==> config.mk <==
export PLATFORM = sky130hd
export DESIGN_NAME = pipe_stall_ctrl
export DESIGN_NICKNAME = d
export VERILOG_FILES = /design/src/rtl/pipe_stall_ctrl_pkg.sv /design/src/rtl/pipe_stall_ctrl_watchdog.sv /design/src/rtl/pipe_stall_ctrl.sv
export SDC_FILE = /design/constraint.sdc
export NUM_CORES = 1
export LEC_CHECK = 0
export CORE_UTILIZATION = 47
export CTS_BUF_LIST = sky130_fd_sc_hd__clkbuf_16
export DETAILED_ROUTE_END_ITERATION = 8
export PLACE_DENSITY = 0.8
export SYNTH_ARGS = -nofsm -noshare
export SYNTH_HDL_FRONTEND = slang
export SYNTH_SLANG_ARGS = --single-unit
==> constraint.sdc <==
create_clock -name clk -period 3 [get_ports clk]
set_input_delay 0.3 -clock clk [delete_from_list [all_inputs] [get_ports clk]]
set_output_delay 0.3 -clock clk [all_outputs]
set_load 0.05 [all_outputs]
==> src/rtl/pipe_stall_ctrl_pkg.sv <==
// pipe_stall_ctrl_pkg: stall vector encodings and flush sequencer states
package pipe_stall_ctrl_pkg;
  localparam int STALL_W = 6;
  localparam logic [STALL_W-1:0] STALL_NONE = 6'b000000;
  localparam logic [STALL_W-1:0] STALL_IF   = 6'b000011;
  localparam logic [STALL_W-1:0] STALL_ID   = 6'b000111;
  localparam logic [STALL_W-1:0] STALL_EX   = 6'b001111;
  localparam logic [STALL_W-1:0] STALL_MEM  = 6'b011111;
  localparam logic [STALL_W-1:0] STALL_ALL  = 6'b111111;
  typedef enum logic [1:0] {ST_RUN, ST_FLUSH_WAIT, ST_FLUSH} state_e;
  function automatic logic [STALL_W-1:0] stall_prio(input logic m, e, d, i);
    return m ? STALL_MEM : e ? STALL_EX : d ? STALL_ID : i ? STALL_IF : STALL_NONE;
  endfunction
endpackage

==> src/rtl/pipe_stall_ctrl_watchdog.sv <==
// stall_watchdog: wrapping stall cycle counter plus sticky consecutive-stall timeout
module stall_watchdog #(
  parameter int MAX_STALL = 256,
  parameter int CNT_W     = 32
) (
  input  logic             clk,
  input  logic             rst_n,
  input  logic             stall0,
  output logic [CNT_W-1:0] stall_total,
  output logic             stall_timeout
);
  localparam int W = $clog2(MAX_STALL + 1);
  localparam logic [W-1:0] MAX = W'(MAX_STALL);
  logic [CNT_W-1:0] total_q, total_d;
  logic [W-1:0] run_q, run_d;
  logic to_q, to_d;
  always_comb begin
    total_d = total_q + CNT_W'(stall0);
    run_d   = !stall0 ? '0 : (run_q == MAX) ? MAX : run_q + 1'b1;
    to_d    = to_q | (run_d == MAX);
  end
  always_ff @(posedge clk) begin
    if (!rst_n) begin
      total_q <= '0;
      run_q   <= '0;
      to_q    <= 1'b0;
    end else begin
      total_q <= total_d;
      run_q   <= run_d;
      to_q    <= to_d;
    end
  end
  assign stall_total   = total_q;
  assign stall_timeout = to_q;
endmodule

==> src/rtl/pipe_stall_ctrl.sv <==
// pipe_stall_ctrl: merges pipeline stall requests and sequences redirect flushes
module pipe_stall_ctrl
  import pipe_stall_ctrl_pkg::*;
#(
  parameter int AW        = 32,
  parameter int MAX_STALL = 256,
  parameter int CNT_W     = 32
) (
  input  logic             clk,
  input  logic             rst_n,
  input  logic             stallreq_if,
  input  logic             stallreq_id,
  input  logic             stallreq_ex,
  input  logic             stallreq_mem,
  input  logic             flush_req,
  input  logic [AW-1:0]    flush_pc,
  output logic [5:0]       stall,
  output logic             flush,
  output logic [AW-1:0]    new_pc,
  output logic [CNT_W-1:0] stall_total,
  output logic             stall_timeout
);
  state_e state_q, state_d;
  logic [AW-1:0] pc_q, pc_d;
  logic take;
  always_comb begin
    take    = (state_q == ST_RUN) && flush_req;
    pc_d    = take ? flush_pc : pc_q;
    state_d = state_q;
    if (state_q == ST_RUN && flush_req)
      state_d = stallreq_mem ? ST_FLUSH_WAIT : ST_FLUSH;
    else if (state_q == ST_FLUSH_WAIT && !stallreq_mem)
      state_d = ST_FLUSH;
    else if (state_q == ST_FLUSH)
      state_d = ST_RUN;
    stall  = (state_q == ST_FLUSH) ? STALL_NONE :
             (state_q == ST_FLUSH_WAIT || take) ? STALL_ALL :
             stall_prio(stallreq_mem, stallreq_ex, stallreq_id, stallreq_if);
    flush  = (state_q == ST_FLUSH);
    new_pc = flush ? pc_q : '0;
  end
  always_ff @(posedge clk) begin
    if (!rst_n) begin
      state_q <= ST_RUN;
      pc_q    <= '0;
    end else begin
      state_q <= state_d;
      pc_q    <= pc_d;
    end
  end
  stall_watchdog #(.MAX_STALL(MAX_STALL), .CNT_W(CNT_W)) u_wdog (
    .clk          (clk),
    .rst_n        (rst_n),
    .stall0       (stall[0]),
    .stall_total  (stall_total),
    .stall_timeout(stall_timeout)
  );
endmodule
==> results of run 1 <==
area by class of cell:
class	count	area share
multi-input combinational	312	0.376
sequential	76	0.296
timing repair buffer	118	0.230
clock buffer	9	0.0438
tap	99	0.0241
clock inverter	7	0.0224
inverter	11	0.00803
layout by cell type, fill, tap and decap left out, drive strengths merged, types with 2 or more instances in the layout:
cell type	synthesis	routed
ha	5	5
inv	11	11
dfxtp	76	76
o21ai	4	4
nor4	10	10
and3	5	5
buf	7	9
clkinv	0	3
xnor2	14	14
nand3	13	13
nor2	22	22
nor2b	4	4
xor2	21	21
or3	7	7
bufinv	0	3
or2	2	2
and2	61	61
nand2b	2	2
clkbuf	23	9
a21boi	35	35
nand4	4	4
mux2i	2	2
nor3	10	10
nand2	77	77
and4	3	3
clkdlybuf4s50	0	109
state kept, by name (all words and copies together), names as in the netlist:
register and flops:
u_wdog.stall_total 32, u_wdog.run_q 9, state_q 2, u_wdog.stall_timeout 1, pc_q 32
how the worst min path moves through the flow:
| stage | start | endpoint | depth (start not counted) |
|---|---|---|---|
| 6_report | pc_q[23] | pc_q[23] | 2 |
| 5_1_grt | pc_q[23] | pc_q[23] | 2 |
| 4_1_cts | pc_q[9] | pc_q[9] | 2 |
| 3_5_place_dp | u_wdog.run_q[0] | u_wdog.run_q[0] | 1 |
| 3_3_place_gp | u_wdog.run_q[0] | u_wdog.run_q[0] | 1 |
| 2_1_floorplan | stallreq_mem | state_q[1] | 1 |
power by group through the flow:
| stage | Combinational (mW) | Sequential, mW | Clock [mW] |
|---|---|---|---|
| 6_report | 0.310 | 1.07 | 1.21 |
| 5_1_grt | 0.337 | 1.08 | 1.28 |
| 4_1_cts | 0.313 | 1.08 | 1.23 |
| 3_5_place_dp | 0.310 | 1.10 | 0 |
| 3_3_place_gp | 0.305 | 1.10 | 0 |
| 2_1_floorplan | 0.167 | 1.11 | 0 |
logic make-up (layout without fill, tap and decap cells):
group	after synthesis	count (layout)	synth area share
compound gates	50	50	0.101
xor+xnor	35	35	0.0842
fa+ha+maj	5	5	0.0172
buf+inv	41	145	0.0536
flops	76	76	0.418
mux	2	2	0.00550
simple gates	220	220	0.321
metal layers:
layer / vias up / GRT usage / routed length (um)
met2: 59 / 0.389 / 4210
met4: 0 / 0.0780 / 147
met5: - / 0 / 0
met3: 14 / 0.0457 / 260
met1: 1505 / 0.249 / 3660
li1: 1607 / - / -
worst max-delay path, cell delays in order:
cell	delay [ns]
clkdlybuf4s50_1	0.52
o31ai_1	0.10
a22oi_2	0.25
a21o_1	0.16
buf_4	0.13
ha_1	0.20
nand3_1	0.11
or3_4	0.41
or3_1	0.32
nor3_1	0.22
mux2i_1	0.22
through the flow:
step	util	instance area [sq um]
final	0.698	5140
after detailed placement	0.652	4800
after floorplan	-	3650
after CTS	0.698	5140
after global routing	0.698	5140
after global placement	0.652	4800
==> results.json, run 1 <==
{
  "status": "complete, no violations",
  "finalCritPeriodShare": 0.898,
  "grtUsageTotal": 0.215,
  "worst_slew_pin_slew_ns": 0.700,
  "whs_ns": 0.457,
  "pin_count": 111,
  "switching_share": 0.232,
  "first_iter_violations": 98,
  "row_count": 31,
  "avgViaCountPerCell": 5.04,
  "yosysSeqAreaShare": 0.418,
  "timing.critical_path.fanout_max": 13,
  "worst-endpoint-required_ns": 3.25,
  "cts_max_level": 3,
  "crit_type": "input pin to register",
  "multiInputGateArea_sq_um": 1940,
  "seq_power_share": 0.414,
  "initial_core_util": 0.494,
  "wl_per_cell_um": 13.1,
  "clock_latency_ns": 0.33,
  "p_clk_frac": 0.467,
  "fin_crit_ns": 2.69,
  "synthCells": 429,
  "syn_area_sq_um": 3640,
  "dpl.hpwl_um": 5820,
  "numCtsBuffers": 9,
  "cts_buffer_depth": 2,
  "worstPathArrival_ns": 2.94,
  "antenna_found_initial": 0,
  "clock.fmax_ghz": 0.371,
  "die_h_um": 90.0,
  "clk_pin_slew_worst_paths_ns": 0.06,
  "skew_ns": 0.00591,
  "grt_pass1_vias": 3112,
  "port_buffers": 110,
  "drv_cap": 0,
  "leakagePower_nw": 2.01,
  "rr_worst_depth": 10,
  "cts_root_buf": "clkbuf_16",
  "p_int_mw": 1.99,
  "drtPass1Iterations": 4,
  "synth-edff-count": 0,
  "drt_wl_total_um": 8270,
  "fin_ws_ns": 0.307,
  "irDropWorstVdd_uv": 338,
  "area_growth_syn_to_layout_pct": 41.2,
  "cts.sinks": 76,
  "maxSlewHeadroom": 0.533,
  "placed_cells": 616,
  "synth.distinct_cells": 43,
  "cts_tree": "done",
  "synth-main-ff-cell": "dfxtp_1",
  "dpl_worst_slack_ns": -0.0264,
  "seq_area_sq_um": 1520,
  "synth_top_area_frac": 0.418,
  "worst_setup_path_start_kind": "input pin",
  "r2r_slack_ns": 0.35,
  "layout.nets": 572,
  "post-cts-setup-buffers": 0,
  "synth_area_per_cell_sq_um": 8.49,
  "p_sw_mw": 0.603,
  "async_reset_ff_frac": 0,
  "die_w_um": 90.0,
  "slew_violations": 0,
  "remaining_drc_errors": 0,
  "vias": 3185,
  "synth_seq_cells": 76,
  "layout-drive-gt1-share": 0.0694,
  "synth.area.top_cells": "dfxtp_1 (42%), and2_1 (10%), nand2_1 (7.9%), a21boi_0 (6.8%), xor2_1 (5.0%)",
  "syn-num-nets": 473,
  "tns_ns": 0,
  "yosysMostFrequentCell": "nand2_1",
  "yosys.area.top_type": "dfxtp_1",
  "p_per_area_nw_per_um2": 505,
  "p_total_mw": 2.60,
  "grt_start_max_net_pins": 36,
  "r2r_end": "u_wdog.stall_total[31]",
  "hp-class": "register to register",
  "antenna_left": 0,
  "setup_viol": 0,
  "ctsResizeCount": 0,
  "hold_buffers": 0,
  "crit_end": "u_wdog.stall_total[31]",
  "startpoint": "stallreq_ex",
  "final_hold_viol_count": 0,
  "rsz0062_at_grt": "no",
  "crit_path_end_kind": "register",
  "yosysWarningCount": 0,
  "core-area_sq_um": 7370,
  "layout.filler_cells": 595,
  "synth_common_cells": "nand2_1 (77), dfxtp_1 (76), and2_1 (60)",
  "r2r_start": "state_q[0]",
  "die-area_sq_um": 8110,
  "antennaDiodeCount": 0,
  "grt_overflow": 0,
  "place_congestion": 0.824,
  "fin_cells": 632,
  "combPwrFrac": 0.119,
  "grt_pass1_wl_um": 14300
}
No activity file was read; power rests on OpenSTA's default activity.
==> inputs of run 2 (changes only) <==
--- a/config.mk
+++ b/config.mk
@@ -8,6 +8,7 @@
 export CORE_UTILIZATION = 47
 export CTS_BUF_LIST = sky130_fd_sc_hd__clkbuf_16
 export DETAILED_ROUTE_END_ITERATION = 8
+export GPL_TIMING_DRIVEN = 1
 export PLACE_DENSITY = 0.8
 export SYNTH_ARGS = -nofsm -noshare
 export SYNTH_HDL_FRONTEND = slang
==> results of run 2 <==
No change in the layout: final DEF, timing and power equal those of run 1.
